**src/rtl/slave_tx_pkg.sv**
```systemverilog
// Shared types and default parameter values for the slave transmit serializer.
package slave_tx_pkg;

    typedef enum logic {
        IDLE  = 1'b0,
        SHIFT = 1'b1
    } state_t;

    localparam int DEF_DATA_WIDTH = 8;
    localparam int DEF_FIFO_DEPTH = 4;
    localparam int DEF_LSB_FIRST  = 1;

endpackage

```
**src/rtl/sync_fifo.sv**
```systemverilog
// Single-clock word FIFO with occupancy count; push when full and pop when empty are ignored.
module sync_fifo #(
    parameter int DATA_WIDTH = 8,
    parameter int FIFO_DEPTH = 4
) (
    input  logic                              clk,
    input  logic                              reset,
    input  logic                              push,
    input  logic                              pop,
    input  logic [DATA_WIDTH-1:0]             din,
    output logic [DATA_WIDTH-1:0]             dout,
    output logic                              full,
    output logic                              empty,
    output logic [$clog2(FIFO_DEPTH+1)-1:0]   level
);

    localparam int PW = $clog2(FIFO_DEPTH);
    localparam int LW = $clog2(FIFO_DEPTH + 1);

    logic [DATA_WIDTH-1:0] r_mem [FIFO_DEPTH];
    logic [PW-1:0]         r_wr_ptr;
    logic [PW-1:0]         r_rd_ptr;
    logic [LW-1:0]         r_count;
    logic                  w_push;
    logic                  w_pop;

    assign full   = (r_count == LW'(FIFO_DEPTH));
    assign empty  = (r_count == '0);
    assign level  = r_count;
    assign dout   = r_mem[r_rd_ptr];
    assign w_push = push & ~full;
    assign w_pop  = pop & ~empty;

    // Pointers wrap naturally because the depth is a power of two.
    always_ff @(posedge clk or negedge reset) begin
        if (!reset) begin
            r_wr_ptr <= '0;
            r_rd_ptr <= '0;
            r_count  <= '0;
        end else begin
            if (w_push) begin
                r_wr_ptr <= r_wr_ptr + PW'(1);
            end
            if (w_pop) begin
                r_rd_ptr <= r_rd_ptr + PW'(1);
            end
            case ({w_push, w_pop})
                2'b10:   r_count <= r_count + LW'(1);
                2'b01:   r_count <= r_count - LW'(1);
                default: r_count <= r_count;
            endcase
        end
    end

    always_ff @(posedge clk) begin
        if (w_push) begin
            r_mem[r_wr_ptr] <= din;
        end
    end

endmodule

```
**src/rtl/slave_tx_serializer.sv**
```systemverilog
// Buffers response words and shifts them out one bit per cycle, back-to-back while
// words are queued and the master is ready at each frame start.
module slave_tx_serializer
    import slave_tx_pkg::*;
#(
    parameter int DATA_WIDTH = DEF_DATA_WIDTH,
    parameter int FIFO_DEPTH = DEF_FIFO_DEPTH,
    parameter int LSB_FIRST  = DEF_LSB_FIRST
) (
    input  logic                              clk,
    input  logic                              reset,
    input  logic                              slave_valid,
    input  logic [DATA_WIDTH-1:0]             datain,
    output logic                              slave_ready,
    input  logic                              master_ready,
    output logic                              tx_data,
    output logic                              tx_valid,
    output logic                              slave_tx_done,
    output logic [$clog2(FIFO_DEPTH+1)-1:0]   fifo_level
);

    localparam int              CW       = $clog2(DATA_WIDTH);
    localparam logic [CW-1:0]   LAST_BIT = CW'(DATA_WIDTH - 1);

    state_t                r_state;
    state_t                w_state_nxt;
    logic [DATA_WIDTH-1:0] r_shift;
    logic [DATA_WIDTH-1:0] w_shift_nxt;
    logic [CW-1:0]         r_cnt;
    logic [CW-1:0]         w_cnt_nxt;
    logic [DATA_WIDTH-1:0] w_fifo_dout;
    logic                  w_full;
    logic                  w_empty;
    logic                  w_pop;
    logic                  w_last;
    logic                  w_start;

    sync_fifo #(
        .DATA_WIDTH (DATA_WIDTH),
        .FIFO_DEPTH (FIFO_DEPTH)
    ) u_fifo (
        .clk   (clk),
        .reset (reset),
        .push  (slave_valid),
        .pop   (w_pop),
        .din   (datain),
        .dout  (w_fifo_dout),
        .full  (w_full),
        .empty (w_empty),
        .level (fifo_level)
    );

    assign slave_ready = ~w_full;
    assign w_last      = (r_cnt == LAST_BIT);
    // master_ready only matters when a new frame would begin.
    assign w_start     = ~w_empty & master_ready;

    always_ff @(posedge clk or negedge reset) begin
        if (!reset) begin
            r_state <= IDLE;
            r_shift <= '0;
            r_cnt   <= '0;
        end else begin
            r_state <= w_state_nxt;
            r_shift <= w_shift_nxt;
            r_cnt   <= w_cnt_nxt;
        end
    end

    always_comb begin
        w_state_nxt   = r_state;
        w_shift_nxt   = r_shift;
        w_cnt_nxt     = r_cnt;
        w_pop         = 1'b0;
        tx_valid      = 1'b0;
        tx_data       = 1'b0;
        slave_tx_done = 1'b0;
        case (r_state)
            IDLE: begin
                if (w_start) begin
                    w_pop       = 1'b1;
                    w_shift_nxt = w_fifo_dout;
                    w_cnt_nxt   = '0;
                    w_state_nxt = SHIFT;
                end
            end
            SHIFT: begin
                tx_valid      = 1'b1;
                tx_data       = (LSB_FIRST != 0) ? r_shift[0] : r_shift[DATA_WIDTH-1];
                slave_tx_done = w_last;
                if (w_last) begin
                    w_cnt_nxt = '0;
                    if (w_start) begin
                        w_pop       = 1'b1;
                        w_shift_nxt = w_fifo_dout;
                    end else begin
                        w_state_nxt = IDLE;
                    end
                end else begin
                    w_cnt_nxt   = r_cnt + CW'(1);
                    w_shift_nxt = (LSB_FIRST != 0) ? (r_shift >> 1) : (r_shift << 1);
                end
            end
            default: begin
                w_state_nxt = IDLE;
                w_cnt_nxt   = '0;
            end
        endcase
    end

endmodule

```
**config.mk**
```make
export PLATFORM = sky130hd
export DESIGN_NAME = slave_tx_serializer
export DESIGN_NICKNAME = d
export VERILOG_FILES = /design/src/rtl/slave_tx_pkg.sv /design/src/rtl/sync_fifo.sv /design/src/rtl/slave_tx_serializer.sv
export SDC_FILE = /design/constraint.sdc
export NUM_CORES = 1
export LEC_CHECK = 0
export BUFFER_PORTS_ARGS = -buffer_cell sky130_fd_sc_hd__buf_4
export CAP_MARGIN = 20
export CORE_MARGIN = 3
export CORE_UTILIZATION = 52
export CTS_CLUSTER_DIAMETER = 120
export DETAILED_ROUTE_END_ITERATION = 16
export MAX_ROUTING_LAYER = met4
export PLACE_DENSITY = 0.74
export SLEW_MARGIN = 20
export SYNTH_ARGS = -nofsm -noshare
export SYNTH_HDL_FRONTEND = slang
export SYNTH_SLANG_ARGS = --single-unit
```
**constraint.sdc**
```tcl
create_clock -name clk -period 2.2 [get_ports clk]
set_input_delay 0.11 -clock clk [delete_from_list [all_inputs] [get_ports clk]]
set_output_delay 0.11 -clock clk [all_outputs]
set_load 0.02 [all_outputs]
```
==> summary.md, run 1 <==
| Metric | Value |
|---|---|
| Status | complete, no violations |
| # rows | 22 |
| Critical Path RT | 2.42 ns |
| Max-Cap Viols | 0 |
| Top-area cell type share of the netlist area | 45.1% |
| Post-Syn Area | 0.00213 mm^2 |
| Worst path top cell family by delay | simple AND/OR/NAND/NOR gates |
| Register bit count reported by yosys | 51 |
| Fin crit share | 94.3% |
| Yosys cell types | 26 |
| Combinational power share | 37.4% |
| Nets | 193 |
| Hold slack | 0.0118 ns |
| First-pass GRT wire length | 6340 um |
| Worst-path clk slew | 0.09 ns |
| Root buffer cell | clkbuf_8 |
| Reg power frac | 44.6% |
| Critical Path Source Type | flop |
| Final min period | 2.08 ns |
| Post-synth ARST share | 37.3% |
| Clock Skew | 0.00848 ns |
| Leak pwr | 0.00101 uW |
| CP arrival | 2.30 ns |
| Hold Fails Final Rpt | 0 |
| Wirelength per Cell | 16.8 um |
| Final WL | 3740 um |
| Post-route DRC | 0 |
| Antenna Cells | 0 |
| Met1 WL | 1600 um |
| Setup Total Neg Slack | 0 ns |
| H-tree level count | 2 |
| Synth top area cells | edfxtp_1 (45%), dfrtp_1 (22%), mux4_2 (8.5%) |
| Yosys top cell by area | edfxtp_1 |
| Area growth syn-to-layout | 18.9% |
| Slowest cell delay on critical path | 0.42 ns |
| CP Buf/Inv Count | 2 |
| Fin. max-slew vios | 0 |
| Mean post-synth cell area | 15.0 um^2 |
| Most common cell in the netlist | edfxtp_1 |
| Synth warn | 0 |
| I/O pin count | 19 |
| Via count | 1209 |
| Post-DP HPWL | 2490 um |
| Critical path endpoint category | flop |
| Predominant post-synthesis flop cell | edfxtp_1 |
| Number of enable flip-flop cells after synthesis | 32 |
| Synth cell count leaders | edfxtp_1 (32), dfrtp_1 (19), a21oi_1 (15), nand2_1 (15), nor2_1 (9) |
| Max Used Layer | met4 |
| Most frequent CP cell | xor2_1 |
| ANT nets after route | 0 |
| Worst relative slew slack | 60.4% |
| Area of the die | 0.00490 mm^2 |
| Length of routed met3 wiring | 186 um |
| Pint | 2310 uW |
| Drt initial violations | 68 |
| CTS sink cnt | 51 |
| Final setup viols | 0 |
| Synth Instances | 142 |
| Total power | 3470 uW |
| Tot GR Track Use | 17.5% |
| Area post-placement | 0.00234 mm^2 |
| Slew @ Worst Pin | 0.594 ns |
| Maximum clock insertion buffer count | 2 |
| Ratio of cells with drive above 1 in the final layout | 29.3% |
| Pin count of the biggest net entering global routing | 20 |
| Syn nets | 162 |
| Design area | 0.00253 mm^2 |
| Setup CP Type | flop to flop |
| Fmax | 482 MHz |
| Fillers | 286 |
| Vias in the first global route | 1257 |
| Core area | 0.00380 mm^2 |
| Sw frac | 33.5% |
| Non-filler cells, final | 222 |
| Via-to-Cell Ratio | 5.45 |
| CTS tree | done |
| Die Y | 70.0 um |
| VDD IR max | 0.000712 V |
| Cell Pwr Density | 1370 mW/mm^2 |
| DIE WIDTH | 70.0 um |
| Routability cong. | 0.823 |
| Tightest Hold Check Type | input pin to flop |
| Total CTS buffers | 5 |
| CP max FO | 6 |
| Clock power share | 18.0% |
| Cell-by-cell trace of the critical path | or3b_4, and2_4, inv_4, ha_4, inv_2, fa_2, xor2_1, nor2_1, xor2_1 |
| IO buf count | 18 |
| Starting Density | 56.0% |
| Sequential cell area fraction in the yosys report | 67.5% |
| Total gr overflow | 0 |
| DP Cell Count | 207 |
| Slowest CP cell | or3b_4 |
| Drt first pass iters | 4 |
| Initial antenna violation count | 0 |
| Met2 wire len | 1890 um |
| Net Sw Power | 1160 uW |
| Clock Latency Late Sink | 0.30 ns |
## worst paths after layout
kind,start,to,slack [ns],depth (start not counted)
max reg2reg,u_fifo.level[0],u_fifo.level[2],0.12,9
min,datain[4],u_fifo.r_mem[3][4],0.01,1
min in group asynchronous,reset,r_shift[0],0.21,2
max,u_fifo.level[0],u_fifo.level[2],0.12,9
max in group asynchronous,reset,u_fifo.level[0],1.78,2
min reg2reg,r_cnt[0],r_cnt[0],0.51,1
## final cells by class
class                      count  area (um^2)  area share (%)
inverter                       6         25.0           0.989
multi-input combinational     79          662            26.1
tap                           48         60.1            2.37
clock inverter                 1         30.0            1.19
clock buffer                   7         76.3            3.02
sequential                    51         1440            56.9
timing repair buffer          30          238            9.39
## power groups by stage
stage               sequential, uW  clock [uW]  combinational (uW)
global route                  1600         679                1440
global placement              1550           0                1180
floorplan                     1520           0                 878
finish                        1550         623                1300
detailed placement            1580           0                1240
CTS                           1560         640                1270
## flip-flops by register name, summed over array words and instances (netlist names)
register,count
u_fifo.r_rd_ptr,2
r_state,1
r_shift,8
r_cnt,3
u_fifo.r_mem,32
u_fifo.r_wr_ptr,2
u_fifo.level,3
## layout by cell type, fill, tap and decap left out, types with 2 or more instances in the layout
| cell | count |
|---|---|
| dfrtp_1 | 16 |
| mux4_2 | 8 |
| dlygate4sd3_1 | 5 |
| nor2_1 | 8 |
| mux2i_1 | 2 |
| nand2_1 | 15 |
| ha_1 | 5 |
| clkbuf_8 | 5 |
| and2_1 | 2 |
| a21oi_1 | 15 |
| dfrtp_2 | 3 |
| edfxtp_1 | 32 |
| xnor2_1 | 3 |
| buf_4 | 25 |
| inv_1 | 4 |
| xor2_1 | 3 |
| o21ai_0 | 2 |
| and3_1 | 4 |
| clkbuf_1 | 2 |
## what timing repair did
item                                   in CTS  in global routing
gates cloned                                0                  0
hold buffers                                2                  3
setup endpoints to repair                   1                  1
buffers inserted                            0                  2
resized for setup                           2                  6
pin swaps                                   2                  4
endpoints found under the hold margin      22                 10
## per-layer routing
| layer | vias up | GRT usage (%) |
|---|---|---|
| met5 | - | - |
| met4 | 0 | 6.38 |
| met3 | 4 | 5.04 |
| met2 | 39 | 27.7 |
| met1 | 597 | 21.7 |
| li1 | 569 | - |
## logic make-up after synthesis
group,share of synthesized area (%)
xor gates and xnor gates,2.47
AOI/OAI and AO/OA,4.76
and+or+nand+nor,7.76
adders and majority gates,5.06
buffers and inverters,2.35
muxes,10.1
DFF,67.5
## through the flow
stage	setup slack [ns]	utilization [%]
finish	0.125	66.6
global route	-0.00832	66.6
CTS	0.0218	65.0
detailed placement	0.00516	61.5
global placement	0.119	61.5
floorplan	0.0115	-
Note: power is estimated with default switching activity, not from simulation.
==> inputs of run 2 (changes only) <==
--- a/config.mk
+++ b/config.mk
@@ -5,7 +5,7 @@
 export SDC_FILE = /design/constraint.sdc
 export NUM_CORES = 1
 export LEC_CHECK = 0
-export BUFFER_PORTS_ARGS = -buffer_cell sky130_fd_sc_hd__buf_4
+export BUFFER_PORTS_ARGS = -buffer_cell sky130_fd_sc_hd__buf_2
 export CAP_MARGIN = 20
 export CORE_MARGIN = 3
 export CORE_UTILIZATION = 52
==> summary.md, run 2 (synthesis gave the netlist of run 1 again) <==
| Metric | Value |
|---|---|
| Slowest CP cell | dfrtp_2 (was or3b_4) |
| Starting Density | 56.0% (unchanged) |
| Area growth syn-to-layout | 14.6% (was 18.9%) |
| Final setup viols | 0 (unchanged) |
| Via-to-Cell Ratio | 5.47 (was 5.45) |
| Busiest grt layer | met2 (unchanged) |
| Antenna Cells | 0 (unchanged) |
| H-tree level count | 2 (unchanged) |
| Status | complete, no violations (unchanged) |
| Hold slack | 0.0232 ns (was 0.0118 ns) |
| Number of flip-flops in the largest register | 32 (unchanged) |
| Area post-placement | 0.00229 mm^2 (was 0.00234 mm^2) |
| Reg2reg setup slack | 0.13 ns (was 0.12 ns) |
| Multi-input logic area | 649 um^2 (was 662 um^2) |
| Met1 usage | 20.4% (was 21.7%) |
| Fillers | 303 (was 286) |
| RR Startpoint | u_fifo.level[0] (unchanged) |
| Ratio of cells with drive above 1 in the final layout | 29.2% (was 29.3%) |
| Worst-path clk slew | 0.09 ns (about the same) |
| Worst path top cell family by delay | simple AND/OR/NAND/NOR gates (unchanged) |
| Die Y | 70.0 um (unchanged) |
| FF+latch area | 0.00144 mm^2 (unchanged) |
| Global-route met2 utilization | 24.8% (was 27.7%) |
| Root buffer cell | clkbuf_8 (unchanged) |
| Slew @ Worst Pin | 0.619 ns (was 0.594 ns) |
| Core area | 0.00380 mm^2 (unchanged) |
| Total gr overflow | 0 (unchanged) |
| Max-Cap Viols | 0 (unchanged) |
| Drt initial violations | 100 (was 68) |
| Clock Skew | 0.00683 ns (was 0.00848 ns) |
| Setup Total Neg Slack | 0 ns (unchanged) |
| R2R depth | 9 (unchanged) |
| Final min period | 2.07 ns (was 2.08 ns) |
| Slowest cell delay on critical path | 0.41 ns (was 0.42 ns) |
| Maximum clock insertion buffer count | 2 (unchanged) |
| Cell Pwr Density | 1390 mW/mm^2 (was 1370 mW/mm^2) |
| Final WL | 3600 um (was 3740 um) |
| ANT nets after route | 0 (unchanged) |
| Fmax | 483 MHz (was 482 MHz) |
| Wirelength per Cell | 16.4 um (was 16.8 um) |
| Fin. max-slew vios | 0 (unchanged) |
| Tightest Hold Check Type | input pin to flop (unchanged) |
| I/O pin count | 19 (unchanged) |
| CTS tree | done (unchanged) |
| Cell-by-cell trace of the critical path | or3b_4, and2_4, inv_1, ha_2, inv_1, fa_2, xor2_1, nor2_1, xor2_1 (was or3b_4, and2_4, inv_4, ha_4, inv_2, fa_2, xor2_1, nor2_1, xor2_1) |
| IO buf count | 18 (unchanged) |
| Design area | 0.00244 mm^2 (was 0.00253 mm^2) |
| Post-route DRC | 0 (unchanged) |
| Clock Latency Late Sink | 0.30 ns (about the same) |
| Tot GR Track Use | 16.6% (was 17.5%) |
| Stages on the worst setup path | 9 (unchanged) |
| Initial antenna violation count | 0 (unchanged) |
| Worst setup endpoint | u_fifo.level[2] (unchanged) |
| Vias in the first global route | 1213 (was 1257) |
| Worst Hold Launch | datain[2] (was datain[4]) |
| Met3 Usage GRT | 4.89% (was 5.04%) |
| Drt first pass iters | 4 (unchanged) |
| Pin count of the biggest net entering global routing | 20 (unchanged) |
| Unrepaired setup endpoints after global routing | no |
| Critical Path RT | 2.43 ns (was 2.42 ns) |
| CP Buf/Inv Count | 2 (unchanged) |
| Via count | 1198 (was 1209) |
| Leak pwr | 0.000989 uW (was 0.00101 uW) |
| Fin crit share | 94.1% (was 94.3%) |
| FF-to-FF End | u_fifo.level[2] (unchanged) |
| Reg with most FFs | u_fifo.r_mem (unchanged) |
| DIE WIDTH | 70.0 um (unchanged) |
| Critical Path Source Type | flop (unchanged) |
| Setup WS post-layout | 0.129 ns (was 0.125 ns) |
| CP arrival | 2.30 ns (about the same) |
| Largest regs | u_fifo.r_mem (32), r_shift (8) (unchanged) |
| Routability cong. | 0.814 (was 0.823) |
| VDD IR max | 0.000666 V (was 0.000712 V) |
| Leading cell type in the layout, fill and taps excluded | edfxtp_1 (unchanged) |
| Worst relative slew slack | 58.8% (was 60.4%) |
| Worst Setup SP | u_fifo.level[0] (unchanged) |
| Critical path endpoint category | flop (unchanged) |
| Nets | 190 (was 193) |
| CP max FO | 4 (was 6) |
| CTS sink cnt | 51 (unchanged) |
| Post-DP HPWL | 2410 um (was 2490 um) |
| Hold Fails Final Rpt | 0 (unchanged) |
| DP Worst Slack | 0.0469 ns (was 0.00516 ns) |
| Total CTS buffers | 5 (unchanged) |
| # rows | 22 (unchanged) |
| Setup CP Type | flop to flop (unchanged) |
| Commonest non-fill, non-tap cells in the layout | edfxtp_1 (32), buf_2 (18), dfrtp_1 (16) (was edfxtp_1 (32), buf_4 (25), dfrtp_1 (16)) |
| Area of the die | 0.00490 mm^2 (unchanged) |
| First-pass GRT wire length | 5920 um (was 6340 um) |
## run 2: how the worst min path moves through the flow
stage | end | slack, ns | depth (start not counted)
6_report | u_fifo.r_mem[3][2] | 0.02 | 1
5_1_grt | u_fifo.r_mem[2][5] | 0.01 | 1
4_1_cts | u_fifo.r_mem[3][2] | 0.01 | 1
3_5_place_dp | r_cnt[1] | 0.08 | 1
3_3_place_gp | r_cnt[0] | 0.06 | 1
2_1_floorplan | r_cnt[0] | -0.19 | 0
## run 2: per-layer routing
| layer | vias to the layer above | wire length, um |
|---|---|---|
| li1 | 564 | - |
| met1 | 594 | 1580 |
| met2 | 32 | 1760 |
| met3 | 8 | 181 |
| met4 | 0 | 84 |
| met5 | - | 0 |
## run 2: power breakdown
part / internal (uW) / leakage, uW / switching [uW]
sequential: 1330 / 0.000516 / 213
combinational: 585 / 0.000418 / 643
clock: 333 / 0.0000556 / 283
## run 2: layout make-up
class                           count  share of cell area (%)
Clock buffer                        5                    2.82
Clock inverter                      3                    1.59
Inverter                            6                   0.923
Multi-Input combinational cell     79                    26.6
Sequential cell                    51                    59.0
Tap cell                           48                    2.46
Timing Repair Buffer               27                    6.56
## run 2: per-stage QoR
step	util, %	total power (uW)	std cells
after global routing	64.2	3630	219
final	64.2	3390	219
after CTS	63.4	3380	216
after global placement	60.3	2690	207
after floorplan	-	2390	142
after detailed placement	60.3	2770	207
## run 2: worst reg2reg max path: stages (launching register included)
cell     delay, ns
dfrtp_2       0.41
or3b_4        0.41
and2_4        0.15
inv_1         0.05
ha_2          0.17
inv_1         0.05
fa_2          0.33
xor2_1        0.15
nor2_1        0.13
xor2_1        0.15
## run 2: repair_timing
item / 4_1_cts / 5_1_grt
hold buffers: 1 / 0
endpoints found under the hold margin: 19 / 0
buffers inserted: 0 / 3
endpoints found under the setup margin: 0 / 1
gates resized for setup: 0 / 3
==> inputs of run 3 (changes only) <==
--- a/config.mk
+++ b/config.mk
@@ -5,14 +5,15 @@
 export SDC_FILE = /design/constraint.sdc
 export NUM_CORES = 1
 export LEC_CHECK = 0
+export ABC_AREA = 1
 export BUFFER_PORTS_ARGS = -buffer_cell sky130_fd_sc_hd__buf_2
 export CAP_MARGIN = 20
 export CORE_MARGIN = 3
-export CORE_UTILIZATION = 52
+export CORE_UTILIZATION = 53
 export CTS_CLUSTER_DIAMETER = 120
 export DETAILED_ROUTE_END_ITERATION = 16
 export MAX_ROUTING_LAYER = met4
-export PLACE_DENSITY = 0.74
+export PLACE_DENSITY = 0.75
 export SLEW_MARGIN = 20
 export SYNTH_ARGS = -nofsm -noshare
 export SYNTH_HDL_FRONTEND = slang
==> constraint.sdc (replaced) <==
create_clock -name clk -period 1.8 [get_ports clk]
set_input_delay 0.09 -clock clk [delete_from_list [all_inputs] [get_ports clk]]
set_output_delay 0.09 -clock clk [all_outputs]
set_load 0.02 [all_outputs]
==> summary.md, run 3 <==
| Metric | Value |
|---|---|
| CTS tree | done (unchanged) |
| Clock Skew | 0.00847 ns (was 0.00683 ns) |
| Yosys top cell by area | edfxtp_1 (unchanged) |
| CTS sink cnt | 51 (unchanged) |
| Fin. max-slew vios | 0 (unchanged) |
| CTS resizes | 0 (unchanged) |
| Max-Cap Viols | 0 (unchanged) |
| Area growth syn-to-layout | 17.7% (was 14.6%) |
| Top-area cell type share of the netlist area | 40.0% (was 45.1%) |
| Utilization after layout | 67.7% (was 64.2%) |
| Routability cong. | 0.801 (was 0.814) |
| Die Y | 73.3 um (was 70.0 um) |
| Leak pwr | 0.00138 uW (was 0.000989 uW) |
| Hold Fails Final Rpt | 0 (unchanged) |
| Setup CP Type | flop to flop (unchanged) |
| Commonest non-fill, non-tap cells in the layout | nand2_1 (60), inv_1 (52), edfxtp_1 (32) (was edfxtp_1 (32), buf_2 (18), dfrtp_1 (16)) |
| CP Buf/Inv Count | 3 (was 2) |
| Maximum clock insertion buffer count | 2 (unchanged) |
| Cell-by-cell trace of the critical path | ha_2, ha_4, inv_2, nand2_4, nand3_4, inv_4, ha_4, inv_4, fa_2, or2_4, nand2_2, xor2_1 (was or3b_4, and2_4, inv_1, ha_2, inv_1, fa_2, xor2_1, nor2_1, xor2_1) |
| Most common cell in the netlist | nand2_1 (was edfxtp_1) |
| Final WL | 3960 um (was 3600 um) |
| Core area | 0.00417 mm^2 (was 0.00380 mm^2) |
| Worst path top cell family by delay | adder cells (was simple AND/OR/NAND/NOR gates) |
| Root buffer cell | clkbuf_8 (unchanged) |
| Antenna Cells | 0 (unchanged) |
| Worst-path clk slew | 0.09 ns (about the same) |
| First-pass GRT wire length | 6870 um (was 5920 um) |
| Yosys cell types | 23 (was 26) |
| Tot GR Track Use | 17.6% (was 16.6%) |
| Slew @ Worst Pin | 0.425 ns (was 0.619 ns) |
| Largest regs | u_fifo.r_mem (32), r_shift (8) (unchanged) |
| Number of flip-flops in the largest register | 32 (unchanged) |
| Fillers | 319 (was 303) |
| IO buf count | 18 (unchanged) |
| Slowest cell delay on critical path | 0.36 ns (was 0.41 ns) |
| Critical Path Source Type | flop (unchanged) |
| Wirelength per Cell | 11.7 um (was 16.4 um) |
| Number of enable flip-flop cells after synthesis | 32 (unchanged) |
| Status | finished, violations left (was complete, no violations) |
| Fin crit share | 107% (was 94.1%) |
| Setup WS post-layout | -0.130 ns (was 0.129 ns) |
| Drt first pass iters | 4 (unchanged) |
| Multi-input logic area | 739 um^2 (was 649 um^2) |
| Via-to-Cell Ratio | 4.77 (was 5.47) |
| Post-route DRC | 0 (unchanged) |
| I/O pin count | 19 (unchanged) |
| Fmax | 518 MHz (was 483 MHz) |
| DP Worst Slack | -0.148 ns (was 0.0469 ns) |
| Critical path endpoint category | flop (unchanged) |
| Total CTS buffers | 5 (unchanged) |
| Cell Pwr Density | 1610 mW/mm^2 (was 1390 mW/mm^2) |
| Mean post-synth cell area | 9.68 um^2 (was 15.0 um^2) |
| Total gr overflow | 0 (unchanged) |
| CP arrival | 2.16 ns (was 2.30 ns) |
| Pin count of the biggest net entering global routing | 20 (unchanged) |
| CP max FO | 2 (was 4) |
| FF+latch area | 0.00144 mm^2 (about the same) |
| Sequential cell area fraction in the yosys report | 59.9% (was 67.5%) |
| H-tree level count | 2 (unchanged) |
| Register bit count reported by yosys | 51 (unchanged) |
| Clock Latency Late Sink | 0.30 ns (about the same) |
| Syn nets | 268 (was 162) |
| Initial antenna violation count | 0 (unchanged) |
| Post-Syn Area | 0.00240 mm^2 (was 0.00213 mm^2) |
| Nets | 308 (was 190) |
| Synth cell count leaders | nand2_1 (62), inv_1 (54), edfxtp_1 (32), nand3_1 (28), dfrtp_1 (19) (was edfxtp_1 (32), dfrtp_1 (19), a21oi_1 (15), nand2_1 (15), nor2_1 (9)) |
| Leading cell type in the layout, fill and taps excluded | nand2_1 (was edfxtp_1) |
| Critical Path RT | 2.03 ns (was 2.43 ns) |
| ANT nets after route | 0 (unchanged) |
| Vias in the first global route | 1530 (was 1213) |
| Via count | 1618 (was 1198) |
| Reg with most FFs | u_fifo.r_mem (unchanged) |
| Ratio of cells with drive above 1 in the final layout | 21.5% (was 29.2%) |
| Worst relative slew slack | 71.7% (was 58.8%) |
| Area of the die | 0.00537 mm^2 (was 0.00490 mm^2) |
| Tightest Hold Check Type | input pin to flop (unchanged) |
| # rows | 23 (was 22) |
| Slowest CP cell | dfrtp_1 (was dfrtp_2) |
| Predominant post-synthesis flop cell | edfxtp_1 (unchanged) |
| Synth Instances | 248 (was 142) |
| Drt initial violations | 91 (was 100) |
| DIE WIDTH | 73.3 um (was 70.0 um) |
| Synth top area cells | edfxtp_1 (40%), dfrtp_1 (20%), nand2_1 (9.7%) (was edfxtp_1 (45%), dfrtp_1 (22%), mux4_2 (8.5%)) |
| Synth warn | 0 (unchanged) |
| Post-synth ARST share | 37.3% (unchanged) |
| Starting Density | 57.5% (was 56.0%) |
| Violations in the final reports | setup timing |
| Unrepaired setup endpoints after global routing | yes (was no) |
| Post-DP HPWL | 2750 um (was 2410 um) |
| Final min period | 1.93 ns (was 2.07 ns) |
| Final setup viols | 1 (was 0) |
| VDD IR max | 0.000801 V (was 0.000666 V) |
run 3: cell types whose count changed in the layout (fill, tap and decap cells not counted), sizes merged, moves of 3 or more:
cell / delta
a21oi: -13
and2: -3
and3: -4
buf: +9
dlygate4sd3: +3
inv: +50
mux4: -8
nand2: +53
nand3: +28
nor2: +7
or2: +3
run 3: metrics by stage:
stage                     hold slack, ns  total power, uW  std cells  instance area, um^2  TNS [ns]
after floorplan                   -0.206             3300        248                 2460    -0.187
after global placement            0.0507             3720        325                 2660   -0.0929
after detailed placement          0.0530             3790        325                 2660    -0.148
after CTS                       0.000335             4570        336                 2800    -0.147
after global routing            0.000907             4940        339                 2820    -0.284
final                            0.00514             4540        339                 2820    -0.130
run 3: area by class of cell:
type	count	area share (%)
multi-input combinational	135	26.2
clock buffer	5	2.44
clock inverter	3	1.37
tap	50	2.22
sequential	51	50.9
timing repair buffer	39	9.13
inverter	56	7.80
run 3: logic make-up (layout without fill, tap and decap cells):
family / Yosys count / after routing / share of synthesized area (%)
fa+ha+maj: 8 / 8 / 4.48
buf+inv: 62 / 103 / 11.8
flops: 51 / 51 / 59.9
simple gates: 116 / 116 / 20.8
xor+xnor: 5 / 5 / 1.83
compound gates: 6 / 6 / 1.25
run 3: path summary, 6_finish.rpt:
check | from | slack [ns] | end | cells after the start
max | r_cnt[1] | -0.13 | u_fifo.level[2] | 12
min reg2reg | r_shift[2] | 0.51 | r_shift[1] | 2
max in group asynchronous | reset | 1.25 | u_fifo.r_rd_ptr[1] | 2
min in group asynchronous | reset | 0.25 | r_cnt[1] | 2
min | datain[2] | 0.005 | u_fifo.r_mem[0][2] | 1
max reg2reg | r_cnt[1] | -0.13 | u_fifo.level[2] | 12
run 3: layer usage:
| metal | up-vias | routed length, um | track usage, % |
|---|---|---|---|
| li1 | 835 | - | - |
| met1 | 754 | 1750 | 21.8 |
| met2 | 22 | 2020 | 28.4 |
| met3 | 7 | 131 | 3.69 |
| met4 | 0 | 55 | 6.84 |
| met5 | - | 0 | - |
run 3: power by group:
group	leakage (uW)	total, uW	internal (uW)	switching (uW)
clock network	0.0000556	759	407	352
logic	0.000807	2020	811	1210
registers	0.000520	1760	1620	144
run 3: repair_timing:
| action | CTS | global route |
|---|---|---|
| pin swaps | 4 | 1 |
| hold endpoints to repair | 23 | 8 |
| setup endpoints to repair | 2 | 2 |
| hold buffers | 2 | 2 |
| setup buffers | 1 | 1 |
